<file path="src/rtl/gmux_quad_seq.sv">
// Sequencer for a global high-speed clock mux. It applies source and per-quadrant
// mode changes glitch-free: gate, settle, switch, settle, ungate.
module gmux_quad_seq #(
  parameter int SETTLE_CYCLES = 4
) (
  input  logic       CLK,
  input  logic       RST,
  input  logic       REQ_VALID,
  output logic       REQ_READY,
  input  logic       REQ_SSEL,
  input  logic [7:0] REQ_MODE,
  input  logic [3:0] DYN_GATE,
  output logic       SSEL,
  output logic [3:0] SEN,
  output logic [3:0] DEN,
  output logic [3:0] DYNEN,
  output logic [3:0] VLP,
  output logic [7:0] CUR_MODE,
  output logic       BUSY,
  output logic       DONE
);

  typedef enum logic [1:0] {
    S_IDLE   = 2'd0,
    S_GATE   = 2'd1,
    S_SWITCH = 2'd2,
    S_FIN    = 2'd3
  } state_t;

  localparam logic [7:0] C_SETTLE = 8'(SETTLE_CYCLES);
  localparam logic [1:0] M_STATIC = 2'b01;
  localparam logic [1:0] M_DYN    = 2'b10;
  localparam logic [1:0] M_VLP    = 2'b11;

  state_t     r_state, w_state_nxt;
  logic       r_ssel, w_ssel_nxt;
  logic [7:0] r_cur_mode, w_mode_nxt;
  logic       r_tgt_ssel, w_tgt_ssel_nxt;
  logic [7:0] r_tgt_mode, w_tgt_mode_nxt;
  logic [3:0] r_gate, w_gate_nxt;
  logic [7:0] r_cnt, w_cnt_nxt;
  logic [3:0] r_sen, r_den, r_dynen, r_vlp;
  logic [3:0] w_sen_nxt, w_den_nxt, w_dynen_nxt, w_vlp_nxt;
  logic [3:0] w_affected;
  logic       w_accept;
  logic       w_cnt_last;

  assign w_accept   = REQ_VALID && (r_state == S_IDLE);
  assign w_cnt_last = (r_cnt == 8'd1);

  // A source change disturbs every running quadrant; otherwise only the ones whose mode moves.
  always_comb begin
    w_affected = '0;
    for (int q = 0; q < 4; q++) begin
      if (REQ_SSEL != r_ssel)
        w_affected[q] = (r_cur_mode[2*q +: 2] != M_VLP);
      else
        w_affected[q] = (REQ_MODE[2*q +: 2] != r_cur_mode[2*q +: 2]);
    end
  end

  // NOTE: every signal gets a default before the case so no path can infer a latch.
  always_comb begin
    w_state_nxt    = r_state;
    w_ssel_nxt     = r_ssel;
    w_mode_nxt     = r_cur_mode;
    w_tgt_ssel_nxt = r_tgt_ssel;
    w_tgt_mode_nxt = r_tgt_mode;
    w_gate_nxt     = r_gate;
    w_cnt_nxt      = r_cnt;

    case (r_state)
      S_IDLE: begin
        if (w_accept) begin
          w_tgt_ssel_nxt = REQ_SSEL;
          w_tgt_mode_nxt = REQ_MODE;
          w_gate_nxt     = w_affected;
          w_cnt_nxt      = C_SETTLE;
          w_state_nxt    = (w_affected == 4'd0) ? S_FIN : S_GATE;
        end
      end
      S_GATE: begin
        if (w_cnt_last) begin
          w_ssel_nxt  = r_tgt_ssel;
          w_mode_nxt  = r_tgt_mode;
          w_cnt_nxt   = C_SETTLE;
          w_state_nxt = S_SWITCH;
        end else begin
          w_cnt_nxt = r_cnt - 8'd1;
        end
      end
      S_SWITCH: begin
        if (w_cnt_last) begin
          w_gate_nxt  = '0;
          w_state_nxt = S_FIN;
        end else begin
          w_cnt_nxt = r_cnt - 8'd1;
        end
      end
      S_FIN:   w_state_nxt = S_IDLE;
      default: w_state_nxt = S_IDLE;
    endcase
  end

  // Mux controls are decoded from next-state values and registered, so they never glitch.
  always_comb begin
    w_sen_nxt   = '0;
    w_den_nxt   = '0;
    w_dynen_nxt = '0;
    w_vlp_nxt   = '0;
    for (int q = 0; q < 4; q++) begin
      w_sen_nxt[q]   = (w_mode_nxt[2*q +: 2] == M_STATIC) && !w_gate_nxt[q];
      w_den_nxt[q]   = (w_mode_nxt[2*q +: 2] == M_DYN) && !w_gate_nxt[q] && DYN_GATE[q];
      w_dynen_nxt[q] = (w_mode_nxt[2*q +: 2] == M_DYN);
      w_vlp_nxt[q]   = (w_mode_nxt[2*q +: 2] == M_VLP);
    end
  end

  // NOTE: state registers use non-blocking assignments so all flops update from pre-edge values.
  always_ff @(posedge CLK) begin
    if (RST) begin
      r_state    <= S_IDLE;
      r_ssel     <= 1'b1;
      r_cur_mode <= 8'h55;
      r_tgt_ssel <= 1'b1;
      r_tgt_mode <= 8'h55;
      r_gate     <= '0;
      r_cnt      <= '0;
      r_sen      <= 4'hF;
      r_den      <= '0;
      r_dynen    <= '0;
      r_vlp      <= '0;
    end else begin
      r_state    <= w_state_nxt;
      r_ssel     <= w_ssel_nxt;
      r_cur_mode <= w_mode_nxt;
      r_tgt_ssel <= w_tgt_ssel_nxt;
      r_tgt_mode <= w_tgt_mode_nxt;
      r_gate     <= w_gate_nxt;
      r_cnt      <= w_cnt_nxt;
      r_sen      <= w_sen_nxt;
      r_den      <= w_den_nxt;
      r_dynen    <= w_dynen_nxt;
      r_vlp      <= w_vlp_nxt;
    end
  end

  assign SSEL      = r_ssel;
  assign CUR_MODE  = r_cur_mode;
  assign SEN       = r_sen;
  assign DEN       = r_den;
  assign DYNEN     = r_dynen;
  assign VLP       = r_vlp;
  assign REQ_READY = (r_state == S_IDLE);
  assign BUSY      = (r_state != S_IDLE);
  assign DONE      = (r_state == S_FIN);

endmodule

</file>
<file path="config.mk">
export PLATFORM = sky130hd
export DESIGN_NAME = gmux_quad_seq
export DESIGN_NICKNAME = d
export VERILOG_FILES = /design/src/rtl/gmux_quad_seq.sv
export SDC_FILE = /design/constraint.sdc
export NUM_CORES = 1
export LEC_CHECK = 0
export CORE_MARGIN = 2
export CORE_UTILIZATION = 45
export DETAILED_ROUTE_END_ITERATION = 7
export PLACE_DENSITY_LB_ADDON = 0.08
export REMOVE_ABC_BUFFERS = 1
export SYNTH_ARGS = -nofsm -noshare
export SYNTH_HDL_FRONTEND = slang
export SYNTH_SLANG_ARGS = --single-unit
</file>
<file path="constraint.sdc">
create_clock -name CLK -period 2.2 [get_ports CLK]
set_input_delay 0.55 -clock CLK [delete_from_list [all_inputs] [get_ports CLK]]
set_output_delay 0.55 -clock CLK [all_outputs]
set_load 0.005 [all_outputs]
</file>
* Yosys cells after proc, flatten, opt, wreduce, memory -nomap -nowiden *
Index checks and enable logic that the tools add are counted.

operators by class
  add/sub/neg operators = 1
  multipliers = 0
  divide/modulo/power cells = 0
  $lt $le $gt $ge = 0
  equal/unequal tests = 29
  shifts and indexed selects = 0
  mux-type cells = 18
  bitwise logic cells = 0
  reduce and logical (&&, ||, !) cells = 25

operators with widths
  kind                                                                     number
  8-bit two-way mux                                                        5
  8-bit one-hot mux with 3 select lines                                    1
  2-bit equality test, second input constant                               10
  2-bit inequality test, second input constant                             7
  1-bit logical AND                                                        13
  2-bit by 1-bit equality test with 1-bit output, second input constant    5
  8-bit by 1-bit equality test with 1-bit output, second input constant    1
  2-bit two-way mux                                                        4
  4-bit two-way mux                                                        2
  2-bit inequality test                                                    4
  2-bit one-hot mux with 4 select lines                                    1
  4-bit one-hot mux with 2 select lines                                    1
  8-bit by 1-bit subtractor with 8-bit output, second input constant       1
  3-bit AND reduction                                                      2
  1-bit logical NOT                                                        4
  4-bit logical NOT                                                        1
  1-bit two-way mux                                                        4
  2-bit AND reduction                                                      2
  3-bit nonzero test                                                       1
  2-bit logical NOT                                                        1
  2-bit by 1-bit inequality test with 1-bit output, second input constant  1
  2-bit nonzero test                                                       1
  1-bit inequality test                                                    1

storage, ports and cells
  register bits after elaboration = 48
  latch bits = 0
  bits in writable memories = 0
  memory bits (read-only) = 0
  input port bits = 16
  memories kept = 0

* Longest topological paths before layout *
  depth in word-level cells = 7
  depth in mapped cells = 9
  depth with buffers taken out = 8

* Worst setup path after synthesis *
No wires, ideal clock.

  path kind = register to register
  from = register r_cnt[2]
  to = register r_den[3], in the netlist DEN[3]
  setup time = 0.116 ns
  data arrival time = 2.146 ns
  data required time = 2.084 ns
  setup slack = -0.062 ns
  stages on the path, launching flop included = 8
  path buffers = 2
  period minus slack after synthesis = 2.262 ns
  cell sequence = dfxtp_1 or4_4 or4_4 buf_6 buf_12 mux2i_4 and2_1 and3_1

on the way
  word-level cells in the longest chain between the ends = 6

RTL lines
  what                                                                               RTL line  source
  start: declaration                                                                 41        logic [7:0] r_cnt, w_cnt_nxt;
  start signal: assignment                                                           140       r_cnt <= w_cnt_nxt;
  8-bit by 1-bit equality test with 1-bit output (*)                                 49        assign w_cnt_last = (r_cnt == 8'd1);
  8-bit two-way mux / 4-bit two-way mux (equally long branches)                      83, 93
  8-bit two-way mux / 4-bit one-hot mux with 2 select lines (equally long branches)  72        case (r_state)
  2-bit equality test / 1-bit logical NOT (equally long branches)                    113       w_den_nxt[q] = (w_mode_nxt[2*q +: 2] == M_DYN) && !w_gate_nxt[q] && DYN_GATE[q];
  1-bit logical AND (*) (2 in series)                                                113
  end signal: assignment                                                             142       r_den <= w_den_nxt;
  end: declaration                                                                   42        logic [3:0] r_sen, r_den, r_dynen, r_vlp;

Every way passes the cells marked *; elsewhere a longest branch is shown, timed or not.
A chain may end at the register's enable or synchronous reset.

* Worst setup path after layout *
  from = register r_cnt[5]
  to = register r_den[1], in the netlist DEN[1]

The elaborated chain is that of the path after synthesis.

==> results.rst <==
.. list-table::
   :header-rows: 1

   * - Metric
     - Value
   * - Setup Crit Path Kind
     - reg2reg
   * - FF-to-FF setup slack
     - -40 ps
   * - Most utilized layer in the global route result
     - met2
   * - Die area
     - 0.00528 mm²
   * - TritonCTS clock tree
     - built
   * - Met3 demand-to-capacity share in global routing
     - 5.94%
   * - ANT cells
     - 0
   * - Pwr per Cell Area
     - 989 mW/mm²
   * - Kind of start point of the critical path
     - flip-flop
   * - Insertion delay to the later sink of the worst-skew pair
     - 300 ps
   * - Post-synthesis to final-layout area growth
     - 47.8%
   * - Core Footprint
     - 0.00444 mm²
   * - GRT Residual Overflow
     - 0
   * - Worst slew margin relative to its limit
     - 74.3%
   * - Area used by multi-input combinational logic
     - 0.00119 mm²
   * - Pins over their slew limit
     - 0
   * - Required time at the worst-slack endpoint
     - approximately 2400 ps
   * - Highest achievable clock rate
     - 447 MHz
   * - Synth Warn #
     - 0
   * - I/O pin total
     - 44
   * - First-pass GRT wire length
     - 7.87 mm
   * - Number of fill cells
     - between 300 and 400
   * - Async S/R FF share, synth
     - 0%
   * - Total routing resource utilization after global routing
     - about a fifth
   * - First-pass iteration count of the detailed router
     - 4
   * - Worst slack on hold paths
     - 459 ps
   * - Drt wl/cell
     - 13.7 µm
   * - Storage cell area
     - 965 µm²
   * - Detailed-route via count
     - 1819
   * - Primary flip-flop cell chosen by synthesis mapping
     - dfxtp_1
   * - Initial core utilization
     - 47.7%
   * - DP Wirelength
     - 3.41 mm
   * - Depth of the CTS H-tree
     - 2
   * - Top cell types by occurrence after synthesis
     - dfxtp_1 (48), nand2_1 (28), nor2_1 (25)
   * - Final period utilization
     - 102%
   * - Remaining routing DRC violations
     - 0
   * - Cell taking the most area after synthesis
     - dfxtp_1
   * - Pin count of the biggest net entering global routing
     - 25
   * - RSZ-0062 raised after global routing
     - true
   * - FF+latch count, synth
     - 48
   * - Number of design-rule violations left by the first detailed-router iteration
     - 68
   * - CP endpoint kind
     - flip-flop
   * - CP arrival
     - 2440 ps
   * - WL final
     - just under 5 mm
   * - Synth cell types
     - 44
   * - GR met2 Demand/Resource
     - 33.7%
   * - Sink Count
     - 48
   * - Count of maximum capacitance violations
     - 0
   * - Hold Crit Class
     - reg2reg
   * - Final-stage net count
     - roughly 320
   * - Clock tree skew after final layout
     - just under 3 ps
   * - Final setup vio count
     - 4
   * - Clock input transition at the sequential cells of the worst setup and hold paths
     - around 90 ps
   * - Result of the run
     - finished with violations
   * - Leakage power of the design
     - 0.00130 µW
   * - Worst Reg2Reg Path Length in Cells
     - 7
   * - Met1 track demand over resource
     - 24.0%
   * - Post-DRT Antenna Nets
     - 0
   * - Failing checks
     - setup timing
   * - Reg-to-reg critical path endpoint
     - DEN[1]
   * - Worst VDD drop
     - a little under 600 µV
   * - Maximum fanout count along the critical path
     - 4
   * - Final setup slack of the worst path
     - -38.6 ps
   * - Post-Route Setup TNS
     - -114 ps
   * - Transition time of the tightest slew-check pin
     - a little under 400 ps
   * - Most frequent cell after synthesis
     - dfxtp_1
   * - Width of the die
     - roughly 73 µm
   * - Post-Synthesis Cells
     - 223
   * - Cts bufs inserted
     - 5
   * - Clock Root Buffer
     - clkbuf_8
   * - Maximum count of clock buffers along a single path
     - 2
   * - Number of antenna violations at the first check in global routing
     - 0
   * - Area fraction of the dominant cell type after synthesis
     - 45.3%
   * - Number of hold-slack violations in the final timing report
     - 0
   * - Final critical delay including setup and external delays
     - 2240 ps
   * - Number of enable-type register cells in the synthesized netlist
     - 0
   * - Vias in the first global route
     - ~1700
   * - Capture point of the worst path
     - DEN[1]
   * - Count of standard-cell rows
     - 24
   * - Portion of the post-synthesis area used by sequential elements
     - 45.3%
   * - Vias per Instance
     - 5.12
   * - Startpoint of the lowest-slack register-to-register path
     - r_cnt[5]
   * - Count of input and output buffers
     - 43
   * - Die Span Y
     - 72.7 µm
   * - Fraction of final layout cells with drive strength greater than 1
     - 23.8%
   * - Top cells by area, synth
     - dfxtp_1 (45%), nand2_1 (5.0%), nor2_1 (4.4%)
   * - Crit path launch
     - r_cnt[5]
   * - Average instance area after synthesis
     - 9.52 µm²
   * - Weighted congestion at the end of routability-driven global placement
     - 0.811
   * - Netlist area before placement
     - 0.00212 mm²
area by class of cell:
type                       instances  share of cell area, %
multi-input combinational        162                   38.0
sequential                        48                   30.8
timing repair buffer              78                   23.2
clock inverter                     3                   2.87
clock buffer                       5                   2.19
tap                               52                   2.07
inverter                           7                  0.917
placed cells by master, fill, tap and decap left out, drive strengths merged, types with 2 or more instances in the layout:
| master | count |
|---|---|
| a211o | 2 |
| a211oi | 3 |
| a21o | 4 |
| a21oi | 8 |
| a22oi | 3 |
| a32oi | 3 |
| and2 | 5 |
| and3 | 5 |
| buf | 35 |
| bufinv | 3 |
| clkbuf | 5 |
| clkdlybuf4s50 | 42 |
| dfxtp | 48 |
| ha | 6 |
| inv | 7 |
| mux2i | 8 |
| nand2 | 28 |
| nand2b | 7 |
| nand3 | 2 |
| nand3b | 8 |
| nand4bb | 2 |
| nor2 | 25 |
| nor3 | 6 |
| nor4 | 2 |
| o21ai | 4 |
| o21bai | 2 |
| o31ai | 2 |
| or4 | 3 |
| xnor2 | 4 |
| xor2 | 9 |
sequential cells by signal (all words and copies together) (netlist names):
signal and count:
r_tgt_mode 8, VLP 4, r_cnt 8, SSEL 1
SEN 4, CUR_MODE 8, r_tgt_ssel 1, DEN 4
DYNEN 4, r_gate 4, r_state 2
per-stage QoR:
step           worst slack [ps]  instance area [µm²]  power, µW  instances  util (%)
2_1_floorplan             -14.5                 2080       1720        217         -
3_3_place_gp               -405                 2800       2120        341      63.0
3_5_place_dp               -508                 2800       2150        341      63.0
4_1_cts                   -76.6                 3090       3080        354      69.6
5_1_grt                    -111                 3140       3270        355      70.6
6_report                  -38.6                 3140       3100        355      70.6
critical path, stage by stage, from the launching register on:
cell,delay [ps]
dfxtp_2,330
or4_4,540
or4_4,550
buf_12,170
mux2i_2,190
nor2_1,80
and2_1,150
and3_1,130
worst min-delay path by stage:
stage,from,endpoint,slack (ps),depth (start not counted)
floorplan,r_tgt_ssel,r_tgt_ssel,430,2
global placement,r_tgt_mode[5],r_tgt_mode[5],450,2
detailed placement,r_tgt_mode[1],r_tgt_mode[1],450,2
CTS,r_tgt_mode[1],r_tgt_mode[1],460,2
global route,r_tgt_mode[1],r_tgt_mode[1],490,2
finish,r_tgt_mode[1],r_tgt_mode[1],460,2
report_power, final:
| part | leakage (µW) | internal [µW] | switching [µW] |
|---|---|---|---|
| sequential | 0.000393 | 1010 | 82.4 |
| combinational | 0.000830 | 581 | 564 |
| clock | 0.0000784 | 568 | 301 |
routing by layer:
metal	wire (µm)	vias to the layer above	part of all wire [%]
li1	-	933	-
met1	2240	848	46
met2	2410	36	49
met3	211	2	4.3
met4	17	0	0.35
met5	0	-	0
cell families after synthesis:
family | count (synthesis) | synth area share, %
compound gates | 36 | 11.8
xor+xnor | 13 | 5.37
fa+ha+maj | 6 | 3.54
buf+inv | 13 | 3.42
flops | 48 | 45.3
mux | 8 | 6.13
simple gates | 99 | 24.5
repair_timing:
action / in CTS / in global routing
pin swaps: 8 / 7
hold buffers: 0 / 0
cloned: 0 / 0
buffers inserted: 5 / 1
gates resized for setup: 20 / 9
endpoints found under the hold margin: 0 / 0
setup endpoints to repair: 12 / 16
(Power assumes the default switching activity.)
